File: src/rtl/z80_bus_ctrl_if.sv
// z80_bus_ctrl_if: CPU, memory and SIO signals around the fz80 bus controller
interface z80_bus_ctrl_if #(
    parameter int ROM_AW = 14,
    parameter int RAM_AW = 12
);
    logic              cpu_mreq;
    logic              cpu_iorq;
    logic              cpu_rd;
    logic              cpu_wr;
    logic [15:0]       cpu_addr;
    logic [7:0]        cpu_dout;
    logic [7:0]        cpu_din;
    logic              cpu_wait;
    logic [7:0]        bus_wdata;
    logic [ROM_AW-1:0] rom_addr;
    logic [7:0]        rom_q;
    logic [RAM_AW-1:0] ram_addr;
    logic              ram_we;
    logic [7:0]        ram_q;
    logic              sio_ce;
    logic              sio_cd;
    logic              sio_rd;
    logic              sio_wr;
    logic [7:0]        sio_rdata;
    logic              sio_ack;
    logic              bus_err;

    modport master (
        input  cpu_mreq, cpu_iorq, cpu_rd, cpu_wr, cpu_addr, cpu_dout,
        input  rom_q, ram_q, sio_rdata, sio_ack,
        output cpu_din, cpu_wait, bus_wdata, rom_addr, ram_addr, ram_we,
        output sio_ce, sio_cd, sio_rd, sio_wr, bus_err
    );

    modport slave (
        output cpu_mreq, cpu_iorq, cpu_rd, cpu_wr, cpu_addr, cpu_dout,
        output rom_q, ram_q, sio_rdata, sio_ack,
        input  cpu_din, cpu_wait, bus_wdata, rom_addr, ram_addr, ram_we,
        input  sio_ce, sio_cd, sio_rd, sio_wr, bus_err
    );
endinterface

File: src/rtl/z80_bus_ctrl.sv
// z80_bus_ctrl: sequences fz80 mreq/iorq cycles onto ROM, RAM and SIO, holding cpu_wait until each access completes
module z80_bus_ctrl #(
    parameter int          ROM_AW     = 14,
    parameter logic [15:0] RAM_BASE   = 16'h8000,
    parameter int          RAM_AW     = 12,
    parameter logic [7:0]  SIO_BASE   = 8'h84,
    parameter int          ROM_WAIT   = 2,
    parameter int          RAM_WAIT   = 1,
    parameter int          IO_TIMEOUT = 64
) (
    input  logic           cpu_clk,
    input  logic           n_RST,
    z80_bus_ctrl_if.master bus
);
    localparam int CW = $clog2(ROM_WAIT > RAM_WAIT ? ROM_WAIT : RAM_WAIT) + 1;
    localparam int TW = $clog2(IO_TIMEOUT);

    typedef enum logic [2:0] {IDLE, MEM_WAIT, SIO_REQ, SIO_WAIT, DONE} state_t;

    state_t            state_q, state_d;
    logic [CW-1:0]     cnt_q, cnt_d;
    logic [TW-1:0]     tmr_q, tmr_d;
    logic [ROM_AW-1:0] rom_a_q, rom_a_d;
    logic [RAM_AW-1:0] ram_a_q, ram_a_d;
    logic [7:0]        wdata_q, wdata_d;
    logic [7:0]        din_q, din_d;
    logic              cd_q, cd_d;
    logic              wr_q, wr_d;
    logic              rom_sel_q, rom_sel_d;
    logic              err_q, err_d;
    logic [2:0]        ack_q;

    logic req, rom_hit, ram_hit, sio_hit, stall, accept, timeout, mem_last, sio_act;

    assign req      = (bus.cpu_mreq ^ bus.cpu_iorq) & (bus.cpu_rd ^ bus.cpu_wr);
    assign rom_hit  = bus.cpu_mreq & (bus.cpu_addr[15:ROM_AW] == '0);
    assign ram_hit  = bus.cpu_mreq & (bus.cpu_addr[15:RAM_AW] == RAM_BASE[15:RAM_AW]);
    assign sio_hit  = bus.cpu_iorq & (bus.cpu_addr[7:1] == SIO_BASE[7:1]);
    // ROM writes and unmapped cycles complete immediately, so they never stall
    assign stall    = (rom_hit & ~bus.cpu_wr) | ram_hit | sio_hit;
    assign accept   = ack_q[1] & ~ack_q[2];
    assign timeout  = tmr_q == TW'(IO_TIMEOUT - 1);
    assign mem_last = state_q == MEM_WAIT && cnt_q == '0;
    assign sio_act  = state_q inside {SIO_REQ, SIO_WAIT};

    assign bus.cpu_wait  = (state_q == IDLE && req && stall) || state_q inside {MEM_WAIT, SIO_REQ, SIO_WAIT};
    assign bus.cpu_din   = din_q;
    assign bus.bus_wdata = wdata_q;
    assign bus.rom_addr  = rom_a_q;
    assign bus.ram_addr  = ram_a_q;
    assign bus.ram_we    = mem_last & wr_q;
    assign bus.sio_ce    = sio_act;
    assign bus.sio_cd    = cd_q;
    assign bus.sio_rd    = sio_act & ~wr_q;
    assign bus.sio_wr    = sio_act & wr_q;
    assign bus.bus_err   = err_q;

    always_ff @(posedge cpu_clk or negedge n_RST) begin
        if (!n_RST) begin
            state_q   <= IDLE;
            cnt_q     <= '0;
            tmr_q     <= '0;
            rom_a_q   <= '0;
            ram_a_q   <= '0;
            wdata_q   <= '0;
            din_q     <= 8'hFF;
            cd_q      <= 1'b0;
            wr_q      <= 1'b0;
            rom_sel_q <= 1'b0;
            err_q     <= 1'b0;
            ack_q     <= '0;
        end else begin
            state_q   <= state_d;
            cnt_q     <= cnt_d;
            tmr_q     <= tmr_d;
            rom_a_q   <= rom_a_d;
            ram_a_q   <= ram_a_d;
            wdata_q   <= wdata_d;
            din_q     <= din_d;
            cd_q      <= cd_d;
            wr_q      <= wr_d;
            rom_sel_q <= rom_sel_d;
            err_q     <= err_d;
            ack_q     <= {ack_q[1:0], bus.sio_ack};
        end
    end

    always_comb begin
        state_d   = state_q;
        cnt_d     = cnt_q;
        tmr_d     = tmr_q;
        rom_a_d   = rom_a_q;
        ram_a_d   = ram_a_q;
        wdata_d   = wdata_q;
        din_d     = din_q;
        cd_d      = cd_q;
        wr_d      = wr_q;
        rom_sel_d = rom_sel_q;
        err_d     = err_q;
        case (state_q)
            IDLE: if (req) begin
                rom_a_d   = bus.cpu_addr[ROM_AW-1:0];
                ram_a_d   = bus.cpu_addr[RAM_AW-1:0];
                cd_d      = bus.cpu_addr[0];
                wr_d      = bus.cpu_wr;
                wdata_d   = bus.cpu_dout;
                rom_sel_d = rom_hit;
                cnt_d     = rom_hit ? CW'(ROM_WAIT - 1) : CW'(RAM_WAIT - 1);
                err_d     = err_q | (rom_hit & bus.cpu_wr);
                din_d     = (!stall && bus.cpu_rd) ? 8'hFF : din_q;
                state_d   = !stall ? DONE : sio_hit ? SIO_REQ : MEM_WAIT;
            end
            MEM_WAIT: begin
                cnt_d = cnt_q - CW'(1);
                if (mem_last) begin
                    din_d   = wr_q ? din_q : rom_sel_q ? bus.rom_q : bus.ram_q;
                    state_d = DONE;
                end
            end
            SIO_REQ: begin
                tmr_d   = '0;
                state_d = SIO_WAIT;
            end
            SIO_WAIT: begin
                tmr_d = tmr_q + TW'(1);
                if (accept || timeout) begin
                    din_d   = wr_q ? din_q : accept ? bus.sio_rdata : 8'hFF;
                    err_d   = err_q | ~accept;
                    state_d = DONE;
                end
            end
            DONE: if (!bus.cpu_rd && !bus.cpu_wr) state_d = IDLE;
            default: state_d = IDLE;
        endcase
    end
endmodule
File: src/flat_wrapper.sv
// flat-port wrapper written by rule: the top's interface ports become plain ports
module z80_bus_ctrl_flat 
#(
    parameter int          ROM_AW     = 14,
    parameter logic [15:0] RAM_BASE   = 16'h8000,
    parameter int          RAM_AW     = 12,
    parameter logic [7:0]  SIO_BASE   = 8'h84,
    parameter int          ROM_WAIT   = 2,
    parameter int          RAM_WAIT   = 1,
    parameter int          IO_TIMEOUT = 64
)
  (cpu_clk, n_RST, bus_cpu_mreq, bus_cpu_iorq, bus_cpu_rd, bus_cpu_wr, bus_cpu_addr, bus_cpu_dout, bus_rom_q, bus_ram_q, bus_sio_rdata, bus_sio_ack, bus_cpu_din, bus_cpu_wait, bus_bus_wdata, bus_rom_addr, bus_ram_addr, bus_ram_we, bus_sio_ce, bus_sio_cd, bus_sio_rd, bus_sio_wr, bus_bus_err);
  z80_bus_ctrl_if #(.ROM_AW(ROM_AW), .RAM_AW(RAM_AW)) bus_i ();
  input  logic cpu_clk;
  input  logic n_RST;
  input wire logic [$bits(bus_i.cpu_mreq)-1:0] bus_cpu_mreq;
  input wire logic [$bits(bus_i.cpu_iorq)-1:0] bus_cpu_iorq;
  input wire logic [$bits(bus_i.cpu_rd)-1:0] bus_cpu_rd;
  input wire logic [$bits(bus_i.cpu_wr)-1:0] bus_cpu_wr;
  input wire logic [$bits(bus_i.cpu_addr)-1:0] bus_cpu_addr;
  input wire logic [$bits(bus_i.cpu_dout)-1:0] bus_cpu_dout;
  input wire logic [$bits(bus_i.rom_q)-1:0] bus_rom_q;
  input wire logic [$bits(bus_i.ram_q)-1:0] bus_ram_q;
  input wire logic [$bits(bus_i.sio_rdata)-1:0] bus_sio_rdata;
  input wire logic [$bits(bus_i.sio_ack)-1:0] bus_sio_ack;
  output wire logic [$bits(bus_i.cpu_din)-1:0] bus_cpu_din;
  output wire logic [$bits(bus_i.cpu_wait)-1:0] bus_cpu_wait;
  output wire logic [$bits(bus_i.bus_wdata)-1:0] bus_bus_wdata;
  output wire logic [$bits(bus_i.rom_addr)-1:0] bus_rom_addr;
  output wire logic [$bits(bus_i.ram_addr)-1:0] bus_ram_addr;
  output wire logic [$bits(bus_i.ram_we)-1:0] bus_ram_we;
  output wire logic [$bits(bus_i.sio_ce)-1:0] bus_sio_ce;
  output wire logic [$bits(bus_i.sio_cd)-1:0] bus_sio_cd;
  output wire logic [$bits(bus_i.sio_rd)-1:0] bus_sio_rd;
  output wire logic [$bits(bus_i.sio_wr)-1:0] bus_sio_wr;
  output wire logic [$bits(bus_i.bus_err)-1:0] bus_bus_err;
  assign bus_i.cpu_mreq = bus_cpu_mreq;
  assign bus_i.cpu_iorq = bus_cpu_iorq;
  assign bus_i.cpu_rd = bus_cpu_rd;
  assign bus_i.cpu_wr = bus_cpu_wr;
  assign bus_i.cpu_addr = bus_cpu_addr;
  assign bus_i.cpu_dout = bus_cpu_dout;
  assign bus_i.rom_q = bus_rom_q;
  assign bus_i.ram_q = bus_ram_q;
  assign bus_i.sio_rdata = bus_sio_rdata;
  assign bus_i.sio_ack = bus_sio_ack;
  assign bus_cpu_din = bus_i.cpu_din;
  assign bus_cpu_wait = bus_i.cpu_wait;
  assign bus_bus_wdata = bus_i.bus_wdata;
  assign bus_rom_addr = bus_i.rom_addr;
  assign bus_ram_addr = bus_i.ram_addr;
  assign bus_ram_we = bus_i.ram_we;
  assign bus_sio_ce = bus_i.sio_ce;
  assign bus_sio_cd = bus_i.sio_cd;
  assign bus_sio_rd = bus_i.sio_rd;
  assign bus_sio_wr = bus_i.sio_wr;
  assign bus_bus_err = bus_i.bus_err;
  z80_bus_ctrl #(.ROM_AW(ROM_AW), .RAM_BASE(RAM_BASE), .RAM_AW(RAM_AW), .SIO_BASE(SIO_BASE), .ROM_WAIT(ROM_WAIT), .RAM_WAIT(RAM_WAIT), .IO_TIMEOUT(IO_TIMEOUT)) u_core (.cpu_clk(cpu_clk), .n_RST(n_RST), .bus(bus_i));
endmodule
File: config.mk
export PLATFORM = sky130hd
export DESIGN_NAME = z80_bus_ctrl_flat
export DESIGN_NICKNAME = d
export VERILOG_FILES = /design/src/rtl/z80_bus_ctrl_if.sv /design/src/rtl/z80_bus_ctrl.sv /design/src/flat_wrapper.sv
export SDC_FILE = /design/constraint.sdc
export NUM_CORES = 1
export LEC_CHECK = 0
export CORE_MARGIN = 8
export CORE_UTILIZATION = 47
export CTS_BUF_LIST = sky130_fd_sc_hd__clkbuf_4 sky130_fd_sc_hd__clkbuf_8
export DETAILED_ROUTE_END_ITERATION = 12
export PLACE_DENSITY = 0.88
export RECOVER_POWER = 50
export SYNTH_ARGS = -nofsm -noshare
export SYNTH_HDL_FRONTEND = slang
export SYNTH_SLANG_ARGS = --single-unit
File: constraint.sdc
create_clock -name cpu_clk -period 4.9 [get_ports cpu_clk]
set_input_delay 0.735 -clock cpu_clk [delete_from_list [all_inputs] [get_ports cpu_clk]]
set_output_delay 0.735 -clock cpu_clk [all_outputs]
set_load 0.02 [all_outputs]
Yosys cells after proc, flatten, opt, wreduce, memory -nomap -nowiden
Cells that the tools add are included.
Widths: inputs -> output; s select.
{ "totals": {"reg_bits": 60, "in_bits": 55, "output_inout_bits": 49, "word_cells": 94} }
{ "op_classes": {"n_addsub": 2, "n_eq_ne": 14, "mux": 23, "bitwise": 20, "n_reduce_logical": 23} }
{ "op_table": {"columns": ["op", "n"], "rows": [
  ["$mux 8", 8],
  ["$pmux 8 s3", 1],
  ["$mux 3", 5],
  ["$pmux 3 s5", 1],
  ["$pmux 6 s2", 1],
  ["$and 1x1->1", 10],
  ["$ne 2x2->1 const B", 4],
  ["$eq 7x7->1 const B", 1],
  ["$reduce_and 7->1", 1],
  ["$add 6x1->6 const B", 1],
  ["$eq 3x2->1 const B", 2],
  ["$eq 6x6->1 const B", 1],
  ["$ne 2x1->1 const B", 3],
  ["$reduce_bool 2->1", 3],
  ["$reduce_bool 3->1", 2],
  ["$logic_and 1x1->1", 5],
  ["$eq 4x4->1 const B", 1],
  ["$logic_not 2->1", 2],
  ["$mux 2", 2],
  ["$not 1->1", 4],
  ["$or 1x1->1", 4],
  ["$pmux 2 s2", 1],
  ["$reduce_and 2->1", 2],
  ["$reduce_and 4->1", 1],
  ["10 further kinds", 16]
]} }

Longest topological paths before layout
{ "logic_depth": {"ltp_word": 10, "ltp_mapped": 7, "mapped_depth_nobuf": 7} }

Least setup slack after synthesis
No wires, ideal clock.
{ "synth_timing": {"path_type": "input to register", "start": "in bus_cpu_wr", "end": "reg u_core.din_q[0] (netlist: u_core.bus.cpu_din[0])", "setup_time_ns": 0.082, "t_arrival_ns": 2.220, "required_time_ns": 4.818, "slack_ns": 2.598, "path_stages": 6, "n_path_buf": 0, "path_cell_list": "inv_1 > ha_1 > and2_1 > o221ai_4 > nor4_4 > mux2_2"} }
{ "synth_between": {"elab_chain_cells": 8, "elab_cells_between_ends": 11, "cone_classes": "eq/ne: 2; bitwise: 6; reduce/logical: 3"} }
{ "synth_lines": {"columns": ["item", "line", "rtl"], "rows": [
  ["start: declaration", "flat_wrapper.sv:19", "input wire logic [$bits(bus_i.cpu_wr)-1:0] bus_cpu_wr;"],
  ["$not 1->1", "z80_bus_ctrl.sv:40", "assign stall = (rom_hit & ~bus.cpu_wr) | ram_hit | sio_hit;"],
  ["$and 1x1->1", "z80_bus_ctrl.sv:40", null],
  ["$or 1x1->1 (2 in a row)", "z80_bus_ctrl.sv:40", null],
  ["$logic_not 1->1", "z80_bus_ctrl.sv:110", "din_d = (!stall && bus.cpu_rd) ? 8'hFF : din_q;"],
  ["$logic_and 1x1->1", "z80_bus_ctrl.sv:110", null],
  ["$ne 2x2->1 (no source line)", null, null],
  ["$reduce_and 7->1 (no source line) (*)", null, null],
  ["end signal: assignment", "z80_bus_ctrl.sv:79", "din_q <= din_d;"],
  ["end: declaration", "z80_bus_ctrl.sv:26", "logic [7:0] din_q, din_d;"]
]} }
Every way passes the cells marked *; elsewhere a longest branch is shown, timed or not.
A chain may end at the register's enable or synchronous reset.

Worst setup path in the final report
{ "layout_timing": {"start": "in bus_cpu_addr[1]", "end": "out bus_cpu_wait"} }
{ "layout_between": {"elab_chain_cells": 5} }
{ "layout_lines": {"columns": ["item", "line", "rtl"], "rows": [
  ["start: declaration", "flat_wrapper.sv:20", "input wire logic [$bits(bus_i.cpu_addr)-1:0] bus_cpu_addr;"],
  ["$eq 7x7->1", "z80_bus_ctrl.sv:38", "assign sio_hit = bus.cpu_iorq & (bus.cpu_addr[7:1] == SIO_BASE[7:1]);"],
  ["$and 1x1->1", "z80_bus_ctrl.sv:38", null],
  ["$or 1x1->1", "z80_bus_ctrl.sv:40", null],
  ["$logic_and 1x1->1", "z80_bus_ctrl.sv:46", "assign bus.cpu_wait = (state_q == IDLE && req && stall) || state_q inside {MEM_WAIT, SIO_REQ, SIO_WAIT};"],
  ["$logic_or 1x1->1", "z80_bus_ctrl.sv:46", null],
  ["end: declaration", "flat_wrapper.sv:27", "output wire logic [$bits(bus_i.cpu_wait)-1:0] bus_cpu_wait;"]
]} }
No other way between the ends.

==> metrics.txt <==
Critical Path Slowest Stage Cell clkdlybuf4s50_1; global-route wire length before repair 10.41 mm; final critical-path share of the clock period 0.7278; post-synthesis cell count 206; Routed Wire Length 6.275 mm; Largest delay share family, worst path buffers and inverters; switching part of the total 0.3839; Longest Clk Path Bufs 2; failing checks capacitance limit, slew limit; Util after Layout 0.6878; async set or reset register ratio after synthesis 1.000; number of maximum-capacitance violations 1; detailed-route via count 1926; pre-CTS WS 1.334 ns; Die Outline Area 0.007606 sq mm; net count of the mapped netlist 264; P_leak 0.001434 uW; final non-filler cell total 368; measured slew at the worst slew-check pin 2.481 ns; Main synth FF type dfrtp_1; count of state elements after synthesis 47; count of flip-flops with a built-in enable after synthesis 0; Placed Cells incl. Taps 360; Remaining Overflow, GRT 0; Setup TNS Final 0 ns; number of I/O pins 104; power density of the placed cells 538.5 mW/mm^2; Die Span Y 87.22 um; critical path class primary input to output port; CTS H-Tree Depth 2; number of global-route vias before repair 2081; proportion of layout cells with a drive suffix above 1 0.1946; fraction of the yosys area taken by sequential cells 0.4976; DRC violation count after routing 0; final-report max-slew violation count 48; number of rows in the core area 26; kind of start point of the critical path primary input; post-synthesis average cell area 11.57 sq um; clock insertion delay at the later pin of the skew report 0.30 ns; gr usage total 0.1741; worst-path cell chain clkdlybuf4s50_1, nor4b_1, nand4_1, nand2_1, nand3_1, nand3_1, clkdlybuf4s50_1; Worst Path Buf+Inv 2; layout overhead on the synthesized area 44.57%; count of endpoints failing setup in the final report 0; WL per Instance 17.05 um; post-CTS setup buffer count 0; final net count 355; clock share of power 0.127; highest attainable clock frequency 0.2804 GHz; initial cell density of the core 0.4758; die width 87.22 um; worst slew margin relative to its limit -0.6541; iteration-0 DRC count of the detailed router 91; Post-CTS Resized 0; CTS clk-pin slew, worst paths 0.09 ns; internal power 1143 uW; count of endpoints failing hold in the final timing report 0; gpl congestion 0.9646; DPL Wire Length 4.862 mm; count of antenna-violating nets left after detailed routing 0; count of buffers inserted at the top-level ports 103; Clock Sinks 47; fill count 412; critical path required time 4.16 ns; Critical Path End Type output port; count of hold buffers inserted by post-cts repair 0; distinct cell type count after synthesis 47; CTS root buffer clkbuf_8; antenna violations before repair 0; summed instance area of the synthesized netlist 0.002384 sq mm; Core Footprint 0.005010 sq mm; maximum fanout along the worst path 4; largest net degree at the start of global routing 48; result of the run finished, violations left; via density per instance 5.234; cts bufs inserted 5; minimum clock period 3.566 ns; final worst setup slack 1.334 ns; arrival time worst endpoint 2.83 ns; switching power summed over all nets 712.3 uW; delay of the slowest cell on the worst path 0.64 ns; Yosys warning count 0; Overall Power 1855 uW; sequential fraction of design power 0.355; first drt pass iteration count 4; worst vdd ir 375.8 uV; CTS tree built; Inserted Diodes 0; class of the worst hold path flip-flop to flip-flop; worst-case clock skew 0.004876 ns; Comb pwr share 0.519; setup repair after global routing missed its margin false
## synthesized netlist by cell type (all sizes together), types with 2 or more instances
cell type | count | area (sq um)
xor2 | 2 | 17.52
a21o | 3 | 23.77
a21oi | 11 | 55.05
a311o | 2 | 21.27
nor3b | 3 | 22.52
dfstp | 8 | 210.2
ha | 3 | 37.54
nand2b | 3 | 18.77
o21ai | 8 | 40.04
nand3 | 8 | 40.04
mux2 | 29 | 326.6
nor3 | 5 | 25.02
nor2 | 15 | 58.81
buf | 15 | 107.6
clkbuf | 5 | 38.79
nor2b | 3 | 18.77
dfrtp | 39 | 975.9
and3 | 2 | 13.77
nand2 | 6 | 22.52
mux2i | 8 | 80.08
inv | 7 | 26.28
nand3b | 2 | 18.77
a22o | 3 | 27.53
## state kept, by name, summed over array words and instances, names as in the netlist, 2 cells and up
register,count
u_core.cnt_q,2
u_core.ack_q,3
u_core.bus.cpu_din,8
u_core.bus.ram_addr,11
u_core.bus.bus_wdata,8
u_core.state_q,3
u_core.tmr_q,6
u_core.bus.rom_addr,3
## final timing paths
kind / endpoint / slack (ns) / cells past startpoint / start
min reg2reg: u_core.ack_q[1]$_DFF_PN0_ / 0.35 / 0 / u_core.ack_q[0]$_DFF_PN0_
max in group asynchronous: u_core.bus.ram_addr[0]$_DFFE_PN0P_ / 2.29 / 1 / n_RST
max reg2reg: u_core.cnt_q[0]$_DFFE_PN0P_ / 2.42 / 5 / u_core.state_q[1]$_DFFE_PN0P_
max: bus_cpu_wait / 1.33 / 7 / bus_cpu_addr[1]
min: u_core.ack_q[1]$_DFF_PN0_ / 0.35 / 0 / u_core.ack_q[0]$_DFF_PN0_
min in group asynchronous: u_core.tmr_q[2]$_DFFE_PN0N_ / 1.19 / 1 / n_RST
## area by class of cell
cell class	instances	area, sq um	share of cell area
clock buffers	6	76.32	0.02215
clock inverters	2	12.51	0.003631
inverters	7	26.28	0.007625
multi-input cells	132	1025	0.2974
flip-flops and latches	47	1186	0.3442
well taps	70	87.58	0.02542
repair buffers	104	1032	0.2996
## power by group through the flow
stage | clock [uW] | combinational [uW] | sequential [uW]
global route | 258 | 1030 | 685
global placement | 0 | 977 | 660
finish | 235 | 962 | 658
detailed placement | 0 | 996 | 668
CTS | 243 | 1000 | 662
floorplan | 0 | 522 | 759
## cells in the final DEF (no fill, tap or decap), types with 5 or more instances in the layout
master | Yosys | layout
mux2i_1 | 8 | 8
dlygate4sd3_1 | 0 | 16
nand2_1 | 6 | 6
dfrtp_1 | 39 | 39
clkdlybuf4s50_1 | 0 | 86
nand3_1 | 8 | 8
o21ai_0 | 8 | 8
inv_1 | 7 | 7
clkbuf_8 | 2 | 5
nor3_1 | 5 | 5
nor2_1 | 14 | 14
dfstp_2 | 8 | 8
mux2_2 | 29 | 29
a21oi_1 | 11 | 11
## cells by family after synthesis
group	count (synthesis)	share of synthesized area
AOI/OAI and AO/OA	35	0.1050
xor gates and xnor gates	2	0.007350
adders and majority gates	3	0.01575
buffers and inverters	27	0.07244
DFF	47	0.4976
muxes	37	0.1706
and+or+nand+nor	55	0.1312
## layer usage
| layer | vias to the layer above | routed length (um) | global-route usage |
|---|---|---|---|
| li1 | 905 | - | - |
| met1 | 934 | 2420 | 0.1907 |
| met2 | 80 | 3136 | 0.2998 |
| met3 | 7 | 664 | 0.08302 |
| met4 | 0 | 53 | 0.03281 |
| met5 | - | 0 | 0 |
## stage by stage
| step | hold WS, ns | instance area, sq um |
|---|---|---|
| floorplan | 0.3312 | 2384 |
| CTS | 0.3560 | 3447 |
| detailed placement | 0.3356 | 3358 |
| global placement | 0.3317 | 3358 |
| global route | 0.3675 | 3446 |
| finish | 0.3529 | 3446 |
(Power assumes the default switching activity.)
